**src/rtl/cpu_pkg.sv**
```systemverilog
// Shared CPU definitions: instruction field geometry, sequencer states, named opcodes.
// Field positions are measured down from the instruction MSB so they track INSTR_W.
package cpu_pkg;

  localparam int OPC_W     = 5;
  localparam int A_W       = 3;
  localparam int OPC_MSB_OFS = 0;
  localparam int A_MSB_OFS   = OPC_W;

  typedef enum logic {
    ST_FETCH = 1'b0,
    ST_EXEC  = 1'b1
  } seq_state_e;

  localparam logic [OPC_W-1:0] OPC_CALL = 5'b10110;
  localparam logic [OPC_W-1:0] OPC_HALT = 5'b00000;

endpackage

```
**src/rtl/pc_sequencer_if.sv**
```systemverilog
// Sequencer bus: instruction-memory fetch handshake plus the control-unit decode/flow signals.
// master = sequencer side, slave = memory / control-unit side.
interface pc_sequencer_if
  import cpu_pkg::*;
#(
  parameter int PC_W    = 16,
  parameter int INSTR_W = 16
) ();

  logic               imem_req;
  logic [PC_W-1:0]    imem_addr;
  logic [INSTR_W-1:0] imem_data;
  logic               imem_valid;

  logic [INSTR_W-1:0] instr;
  logic [OPC_W-1:0]   OPCode;
  logic [A_W-1:0]     A;
  logic               exec;

  logic               PCpp;
  logic               JMP;
  logic               ret;
  logic               Call;
  logic [PC_W-1:0]    JADDR;

  modport master (
    output imem_req, imem_addr, instr, OPCode, A, exec,
    input  imem_data, imem_valid, PCpp, JMP, ret, Call, JADDR
  );

  modport slave (
    input  imem_req, imem_addr, instr, OPCode, A, exec,
    output imem_data, imem_valid, PCpp, JMP, ret, Call, JADDR
  );

endinterface

```
**src/rtl/pc_sequencer_ret_stack.sv**
```systemverilog
// Hardware return-address stack (ret_stack). With STACK_GUARD_EN the pointer saturates 0..DEPTH and
// out-of-range push/pop are dropped (empty pop reads 0); otherwise the pointer wraps modulo DEPTH.
module ret_stack #(
  parameter int DEPTH = 8,
  parameter int PC_W  = 16
) (
  input  logic            clk,
  input  logic            rst,
  input  logic            push,
  input  logic            pop,
  input  logic [PC_W-1:0] wdata,
  output logic [PC_W-1:0] top,
  output logic            empty,
  output logic            full
);

  localparam int AW = $clog2(DEPTH);
`ifdef STACK_GUARD_EN
  localparam int SP_W = AW + 1;
`else
  localparam int SP_W = AW;
`endif

  logic [PC_W-1:0] mem_q [DEPTH];
  logic [SP_W-1:0] sp_q, sp_d;
  logic            wr_en;
  logic [AW-1:0]   wr_idx, rd_idx;

  assign wr_idx = sp_q[AW-1:0];
  assign rd_idx = AW'(sp_q - SP_W'(1));
  assign empty  = (sp_q == '0);

`ifdef STACK_GUARD_EN
  assign full = (sp_q == SP_W'(DEPTH));
  assign top  = empty ? '0 : mem_q[rd_idx];

  always_comb begin
    sp_d  = sp_q;
    wr_en = 1'b0;
    if (push && !full) begin
      wr_en = 1'b1;
      sp_d  = sp_q + SP_W'(1);
    end else if (pop && !empty) begin
      sp_d  = sp_q - SP_W'(1);
    end
  end
`else
  // A wrapping pointer cannot tell full from empty; overflow silently overwrites the oldest entry.
  assign full = 1'b0;
  assign top  = mem_q[rd_idx];

  always_comb begin
    sp_d  = sp_q;
    wr_en = 1'b0;
    if (push) begin
      wr_en = 1'b1;
      sp_d  = sp_q + SP_W'(1);
    end else if (pop) begin
      sp_d  = sp_q - SP_W'(1);
    end
  end
`endif

  always_ff @(posedge clk) begin
    if (rst) begin
      sp_q <= '0;
    end else begin
      sp_q <= sp_d;
    end
  end

  always_ff @(posedge clk) begin
    if (wr_en) begin
      mem_q[wr_idx] <= wdata;
    end
  end

endmodule

```
**src/rtl/pc_sequencer.sv**
```systemverilog
// Instruction fetch + program-counter sequencer: FETCH (wait for imem_valid) then one EXEC cycle
// applying ret > Call > JMP > PCpp. Macro STACK_GUARD_EN enables sticky stack overflow/underflow flags.
module pc_sequencer
  import cpu_pkg::*;
#(
  parameter int PC_W    = 16,
  parameter int INSTR_W = 16,
  parameter int DEPTH   = 8
) (
  input  logic            CLK,
  input  logic            RST,
  pc_sequencer_if.master  bus,
  output logic [PC_W-1:0] pc,
  output logic            stk_ovf,
  output logic            stk_unf
);

  seq_state_e         state_q, state_d;
  logic [PC_W-1:0]    pc_q, pc_d;
  logic [INSTR_W-1:0] instr_q, instr_d;
  logic [PC_W-1:0]    pc_inc;
  logic [PC_W-1:0]    stk_top;
  logic               push, pop;
  logic               stk_empty, stk_full;

  always_ff @(posedge CLK) begin
    if (RST) begin
      state_q <= ST_FETCH;
      pc_q    <= '0;
      instr_q <= '0;
    end else begin
      state_q <= state_d;
      pc_q    <= pc_d;
      instr_q <= instr_d;
    end
  end

  always_comb begin
    state_d = state_q;
    case (state_q)
      ST_FETCH: if (bus.imem_valid) state_d = ST_EXEC;
      ST_EXEC:  state_d = ST_FETCH;
      default:  state_d = ST_FETCH;
    endcase
  end

  // Wraps modulo 2^PC_W; also the return address pushed by Call.
  assign pc_inc = pc_q + PC_W'(1);

  always_comb begin
    instr_d = instr_q;
    pc_d    = pc_q;
    push    = 1'b0;
    pop     = 1'b0;
    if (state_q == ST_FETCH) begin
      if (bus.imem_valid) instr_d = bus.imem_data;
    end else begin
      if (bus.ret) begin
        pop  = 1'b1;
        pc_d = stk_top;
      end else if (bus.Call) begin
        push = 1'b1;
        pc_d = bus.JADDR;
      end else if (bus.JMP) begin
        pc_d = bus.JADDR;
      end else if (bus.PCpp) begin
        pc_d = pc_inc;
      end
    end
  end

  always_comb begin
    bus.imem_req = (state_q == ST_FETCH);
    bus.exec     = (state_q == ST_EXEC);
  end

  assign bus.imem_addr = pc_q;
  assign bus.instr     = instr_q;
  assign bus.OPCode    = instr_q[INSTR_W-1-OPC_MSB_OFS -: OPC_W];
  assign bus.A         = instr_q[INSTR_W-1-A_MSB_OFS -: A_W];
  assign pc            = pc_q;

  ret_stack #(
    .DEPTH (DEPTH),
    .PC_W  (PC_W)
  ) u_ret_stack (
    .clk   (CLK),
    .rst   (RST),
    .push  (push),
    .pop   (pop),
    .wdata (pc_inc),
    .top   (stk_top),
    .empty (stk_empty),
    .full  (stk_full)
  );

`ifdef STACK_GUARD_EN
  logic stk_ovf_q, stk_ovf_d;
  logic stk_unf_q, stk_unf_d;

  always_comb begin
    stk_ovf_d = stk_ovf_q | (push & stk_full);
    stk_unf_d = stk_unf_q | (pop & stk_empty);
  end

  always_ff @(posedge CLK) begin
    if (RST) begin
      stk_ovf_q <= 1'b0;
      stk_unf_q <= 1'b0;
    end else begin
      stk_ovf_q <= stk_ovf_d;
      stk_unf_q <= stk_unf_d;
    end
  end

  assign stk_ovf = stk_ovf_q;
  assign stk_unf = stk_unf_q;
`else
  logic unused_stk_status;
  assign unused_stk_status = stk_empty | stk_full;
  assign stk_ovf = 1'b0;
  assign stk_unf = 1'b0;
`endif

endmodule

```
**src/flat_wrapper.sv**
```systemverilog
// flat-port wrapper written by rule: the top's interface ports become plain ports
module pc_sequencer_flat import cpu_pkg::*;
#(
  parameter int PC_W    = 16,
  parameter int INSTR_W = 16,
  parameter int DEPTH   = 8
)
  (CLK, RST, pc, stk_ovf, stk_unf, bus_imem_req, bus_imem_addr, bus_instr, bus_OPCode, bus_A, bus_exec, bus_imem_data, bus_imem_valid, bus_PCpp, bus_JMP, bus_ret, bus_Call, bus_JADDR);
  pc_sequencer_if #(.PC_W(PC_W), .INSTR_W(INSTR_W)) bus_i ();
  input  logic CLK;
  input  logic RST;
  output logic [PC_W-1:0] pc;
  output logic stk_ovf;
  output logic stk_unf;
  output wire logic [$bits(bus_i.imem_req)-1:0] bus_imem_req;
  output wire logic [$bits(bus_i.imem_addr)-1:0] bus_imem_addr;
  output wire logic [$bits(bus_i.instr)-1:0] bus_instr;
  output wire logic [$bits(bus_i.OPCode)-1:0] bus_OPCode;
  output wire logic [$bits(bus_i.A)-1:0] bus_A;
  output wire logic [$bits(bus_i.exec)-1:0] bus_exec;
  input wire logic [$bits(bus_i.imem_data)-1:0] bus_imem_data;
  input wire logic [$bits(bus_i.imem_valid)-1:0] bus_imem_valid;
  input wire logic [$bits(bus_i.PCpp)-1:0] bus_PCpp;
  input wire logic [$bits(bus_i.JMP)-1:0] bus_JMP;
  input wire logic [$bits(bus_i.ret)-1:0] bus_ret;
  input wire logic [$bits(bus_i.Call)-1:0] bus_Call;
  input wire logic [$bits(bus_i.JADDR)-1:0] bus_JADDR;
  assign bus_imem_req = bus_i.imem_req;
  assign bus_imem_addr = bus_i.imem_addr;
  assign bus_instr = bus_i.instr;
  assign bus_OPCode = bus_i.OPCode;
  assign bus_A = bus_i.A;
  assign bus_exec = bus_i.exec;
  assign bus_i.imem_data = bus_imem_data;
  assign bus_i.imem_valid = bus_imem_valid;
  assign bus_i.PCpp = bus_PCpp;
  assign bus_i.JMP = bus_JMP;
  assign bus_i.ret = bus_ret;
  assign bus_i.Call = bus_Call;
  assign bus_i.JADDR = bus_JADDR;
  pc_sequencer #(.PC_W(PC_W), .INSTR_W(INSTR_W), .DEPTH(DEPTH)) u_core (.CLK(CLK), .RST(RST), .bus(bus_i), .pc(pc), .stk_ovf(stk_ovf), .stk_unf(stk_unf));
endmodule
```
**config.mk**
```make
export PLATFORM = sky130hd
export DESIGN_NAME = pc_sequencer_flat
export DESIGN_NICKNAME = d
export VERILOG_FILES = /design/src/rtl/cpu_pkg.sv /design/src/rtl/pc_sequencer_if.sv /design/src/rtl/pc_sequencer_ret_stack.sv /design/src/rtl/pc_sequencer.sv /design/src/flat_wrapper.sv
export SDC_FILE = /design/constraint.sdc
export NUM_CORES = 1
export LEC_CHECK = 0
export CORE_ASPECT_RATIO = 1.5
export CORE_MARGIN = 2
export CORE_UTILIZATION = 55
export DETAILED_ROUTE_END_ITERATION = 10
export PLACE_DENSITY_LB_ADDON = 0.12
export SLEW_MARGIN = 10
export SYNTH_ARGS = -nofsm -noshare
export SYNTH_HDL_FRONTEND = slang
export SYNTH_HIERARCHICAL = 1
export SYNTH_SLANG_ARGS = --single-unit
```
**constraint.sdc**
```tcl
create_clock -name CLK -period 4.15 [get_ports CLK]
set_input_delay 0.83 -clock CLK [delete_from_list [all_inputs] [get_ports CLK]]
set_output_delay 0.83 -clock CLK [all_outputs]
set_load 0.03 [all_outputs]
```
==> results.cfg <==
[grt]
grt_pass1_wl_mm = 29.3
grt_max_degree = 51
grt-ovfl-total = 0
antenna_found_initial = 0
grt_pass1_vias = 5291
grt_use_total_pct = 26.2

[pwr]
irDropWorstVdd_mv = 0.304
p_sw_mw = 1.06
pwr_density_cell_nw_per_um2 = 435
internal_power_mw = 2.88
switching_share_pct = 26.9
seqPwrFrac_pct = 46.9
power_leakage_nw = 2.99
finalPower_mw = 3.94
comb_power_share_pct = 15.5
clkPwrFrac_pct = 37.6

[cells_and_area]
stdcell_area_um2 = 9050
antennaDiodeCount = 0
nets = 734
layout_common_cells = edfxtp_1 (128), clkdlybuf4s50_1 (96), nand3_1 (72)
drive_gt1_share_pct = 9.38
final_common_cell = edfxtp_1
area_delta_synth_final_pct = 16.8

[routing]
post_drt_wl_per_cell_um = 22.1
detail_route.vias_per_cell = 6.16
drt-total-wl_mm = 19.2
route.detailed.drc = 0
drt_iter0_markers = 432
drt_first_pass_iters = 5
drtAntennaViolNets = 0
vias = 5353

[die]
initial_core_util_pct = 55.7
dieArea_um2 = 15100
core_um2 = 13900
io_pins = 99
die_w_um = 101
die_y_um = 149
fp-row-count = 53

[critical_path]
cp_cell_sequence = inv_8 -> ha_4 -> buf_4 -> mux2i_1 -> nand3_1 -> and4_1 -> nand2_1 -> o211ai_1 -> o21ai_1 -> a311oi_1
critPathLaunchType = flip-flop
endpoint_kind = flip-flop
arrival_ns = 3.40
cp_slowest_stage_delay_ns = 0.82
path_max_fanout = 50
worstSetupPathType = flip-flop to flip-flop
slowest_stage = ha_4
required_ns = 4.43

[logic_synthesis]
ys.warnings.count = 6
synthCells = 630
syn_avg_cell_area_um2 = 12.3
syn_area_um2 = 7750

[timing]
setup_tns_ns = 0
tightest_slew_ns = 1.09
finalClockSkew_ns = 0.00930
finalCritPeriodShare_pct = 75.2
fmax_mhz = 321
min_period_ns = 3.12
hold_viol_final = 0
rsz0062_at_grt = no
final-setup-viol-count = 0
slew_viol_final = 0
relSlewSlack_pct = 26.9

[min_path]
hold_class = flip-flop to flip-flop

[cts]
path_clk_slew_ns = 0.06
cts_resized = 0
cts.sinks = 164
htreeDepth = 4
cts_setup_buffers = 0
cts_buffer_depth = 2
holdBufCountCts = 0
cts_tree = yes
root_buffer = clkbuf_16
cts_buffers = 17
insertion_delay_ns = 0.42

[placed_design]
dpl_cell_area_um2 = 8500
dpl.hpwl_mm = 13.3
io_buffers = 96
gp_routability_congestion = 0.898

[outcome]
status = finished, final reports clean

[flow_run]
drv_cap = 0
==> layout make-up <==
type	count	area (um^2)
clock buffers	18	429
repair buffers	113	1090
multi-input cells	388	2600
well taps	165	206
clock inverters	14	128
flip-flops and latches	164	4560
inverters	7	33.8
fillers	1065	4870
==> flip-flops by register name, indices dropped and copies added (netlist names) <==
register / count
u_core/u_ret_stack/mem_q: 128
u_core/bus.imem_addr: 16
u_core/bus.instr: 16
u_core/u_ret_stack/sp_q: 3
u_core/bus.exec: 1
==> final timing paths <==
check                           slack, ns  depth (start not counted)                        from                       end
worst max register to register       1.03                         10  u_core/u_ret_stack/sp_q[0]  u_core/bus.imem_addr[15]
worst min register to register       0.46                          2         u_core/bus.instr[6]       u_core/bus.instr[6]
worst max-delay path                 1.03                         10  u_core/u_ret_stack/sp_q[0]  u_core/bus.imem_addr[15]
worst min-delay path                 0.46                          2         u_core/bus.instr[6]       u_core/bus.instr[6]
==> routing by layer <==
metal / global-route usage [%] / vias up / wire length [um]
li1: - / 2456 / -
met3: 5.42 / 51 / 1280
met5: 0 / - / 0
met4: 11.4 / 0 / 717
met1: 32.5 / 2586 / 7410
met2: 44.2 / 260 / 9790
==> power groups by stage <==
stage	sequential [mW]	combinational (mW)	clock (mW)
2_1_floorplan	1.91	0.403	0
6_report	1.85	0.611	1.48
5_1_grt	1.85	0.646	1.57
3_5_place_dp	1.88	0.600	0
4_1_cts	1.85	0.605	1.50
3_3_place_gp	1.88	0.591	0
==> per-stage QoR <==
step | utilization, % | worst slack, ns | hold WS [ns] | cells
global route | 65.0 | 0.845 | 0.487 | 869
CTS | 65.0 | 1.03 | 0.459 | 869
floorplan | - | 0.963 | 0.525 | 631
detailed placement | 61.0 | 0.963 | 0.450 | 837
global placement | 61.0 | 1.08 | 0.442 | 837
finish | 65.0 | 1.03 | 0.459 | 869
==> worst max-delay path: cells and delay by family, from the launching register on <==
kind | cells | cell delay, ns
DFF | 1 | 0.43
muxes | 1 | 0.29
buffers and inverters | 2 | 0.56
adders and majority gates | 1 | 0.82
and+or+nand+nor | 3 | 0.43
AOI/OAI and AO/OA | 3 | 0.40
Note: power is estimated with default switching activity, not from simulation.
==> edit (same settings) <==
Build with the macro `STACK_GUARD_EN` defined.
--- a/src/rtl/pc_sequencer_ret_stack.sv
+++ b/src/rtl/pc_sequencer_ret_stack.sv
@@ -1,5 +1,7 @@
 // Hardware return-address stack (ret_stack). With STACK_GUARD_EN the pointer saturates 0..DEPTH and
 // out-of-range push/pop are dropped (empty pop reads 0); otherwise the pointer wraps modulo DEPTH.
+`define STACK_GUARD_EN
+
 module ret_stack #(
   parameter int DEPTH = 8,
   parameter int PC_W  = 16
Check against the original RTL: not equivalent (a bounded check fails within 4 cycles, from zero or initial values and one cycle with RST high).
==> edit against the unedited design <==
Clock power grew 9%. Routed wire length shrank 11%. First-iteration DRC count grew 7.6%. Non-clock buffer count grew 2. Setup slack lost 0.0061 ns. Total power shrank 4.2%. Clock skew grew 0.0074 ns. Highest routed layer unchanged. Sequential cell count grew 3. Sequential share of layout area grew 0.16 points. Area after synthesis shrank 2.1%. Via count shrank 6.5%. Cell area grew 1.0%. Critical endpoint is now u_core/bus.imem_addr[12]. Die area shrank 2.0%. Largest cell class unchanged.
==> edit: results (changes against the unedited design) <==
[clock_network]
clk_pin_slew_ns = 0.08  ; was 0.06 ns
numCtsBuffers = 17  ; unchanged
post_cts_buffers = 0  ; unchanged
h-tree-depth = 4  ; unchanged
cts_buffer_depth = 2  ; unchanged
cts_resized = 0  ; unchanged
cts_root_buffer = clkbuf_16  ; unchanged

[min_path]
hold_path.class = flip-flop to flip-flop  ; unchanged

[finish]
drive_above_1_share = 0.1493  ; was 0.09375
largest_reg_flops = 128  ; unchanged
fin_nets = 692  ; was 734
fin_cells = 825  ; was 869
largest-register = u_core/u_ret_stack/mem_q  ; unchanged

[sta]
max_slew_margin = 0.2630  ; was 0.2693
fin_hold_ws_ns = 0.4538  ; was 0.4589 ns
fin_crit_ns = 3.126  ; was 3.120 ns
clock_skew_ns = 0.01674  ; was 0.009300 ns

[placed_design]
place_congestion = 0.9178  ; was 0.8980
placed_cells = 793  ; was 837
hpwl_mm = 11.94  ; was 13.33 mm
dp_slack_ns = 0.9155  ; was 0.9633 ns
io_buffer_count = 98  ; was 96

[synth]
ys_types = 62
synth_mux_area_frac = 0.1005
synth_commonest_cells = edfxtp_1, nand2_1, a21oi_1, dfxtp_1, mux4_2
syn-num-nets = 621
synth_edf_count = 128
synth_compound_area_frac = 0.1027
synth-xor-area-share = 0.02044
synth_warnings = 6  ; unchanged
syn_area_per_cell_um2 = 13.11  ; was 12.31 µm²
yosysSeqAreaShare = 0.6091

[grt]
antenna_found_initial = 0  ; unchanged
grt_pass1_wl_mm = 26.99  ; was 29.35 mm
grt_max_degree = 39  ; was 51
grt_usage = 0.2400  ; was 0.2621

[power]
max-vdd-ir-drop_uv = 365.0  ; was 303.6 µV
leakage_nw = 3.026  ; was 2.990 nW

[worst_setup_path]
worstPathArrival_ns = 3.44  ; was 3.40 ns
reg2reg_slack_ns = 1.02
cp_max_fo = 14  ; was 50

[drt]
num_vias = 5003  ; was 5,353
avgRoutedWirePerCell_um = 20.70  ; was 22.10 µm
drc = 0  ; unchanged
drt_iter0_markers = 465  ; was 432

[outcome]
status = complete, no violations  ; unchanged

## edit: critical path: stages (launching register included)
cell     delay, ns
dfxtp_1       0.52
inv_1         0.10
ha_1          0.70
buf_4         0.33
mux4_2        0.22
nand2_1       0.05
a21oi_1       0.30
o21ai_0       0.14
or4_1         0.49
a31oi_1       0.17
## edit: layer usage
layer | part of all wire | vias to the layer above | global-route usage
li1 | - | 2310 | -
met1 | 0.40 | 2442 | 0.3035
met4 | 0.027 | 0 | 0.1034
met2 | 0.51 | 217 | 0.4020
met5 | 0 | - | 0
met3 | 0.059 | 34 | 0.04823
## edit: final timing paths
kind         cells after the start                       start                       end
max                              9  u_core/u_ret_stack/sp_q[1]  u_core/bus.imem_addr[12]
min                              2         u_core/bus.instr[7]       u_core/bus.instr[7]
max reg2reg                      9  u_core/u_ret_stack/sp_q[1]  u_core/bus.imem_addr[12]
min reg2reg                      2         u_core/bus.instr[7]       u_core/bus.instr[7]
## edit: power breakdown
part / internal, mW / switching (mW)
logic: 0.133 / 0.182
clock network: 0.877 / 0.736
registers: 1.81 / 0.0283
## edit: final cells by class
class,count,area (µm²)
fillers,954,4323
flip-flops and latches,167,4626
multi-input cells,341,2547
well taps,162,202.7
clock buffers,17,425.4
repair buffers,115,1109
clock inverters,15,205.2
inverters,8,30.03
## edit: kinds of logic after synthesis
family | Yosys count
buffers and inverters | 71
multiplexers | 36
adder cells (fa/ha/maj) | 3
XOR/XNOR | 16
AND/OR/NAND/NOR | 164
AO/OA/AOI/OAI | 122
flip-flops | 167
## edit: through the flow
step / cell area, µm² / util
after floorplan: 7592 / -
after global placement: 8514 / 0.6322
after detailed placement: 8514 / 0.6322
after CTS: 9145 / 0.6790
after global routing: 9145 / 0.6790
final: 9145 / 0.6790
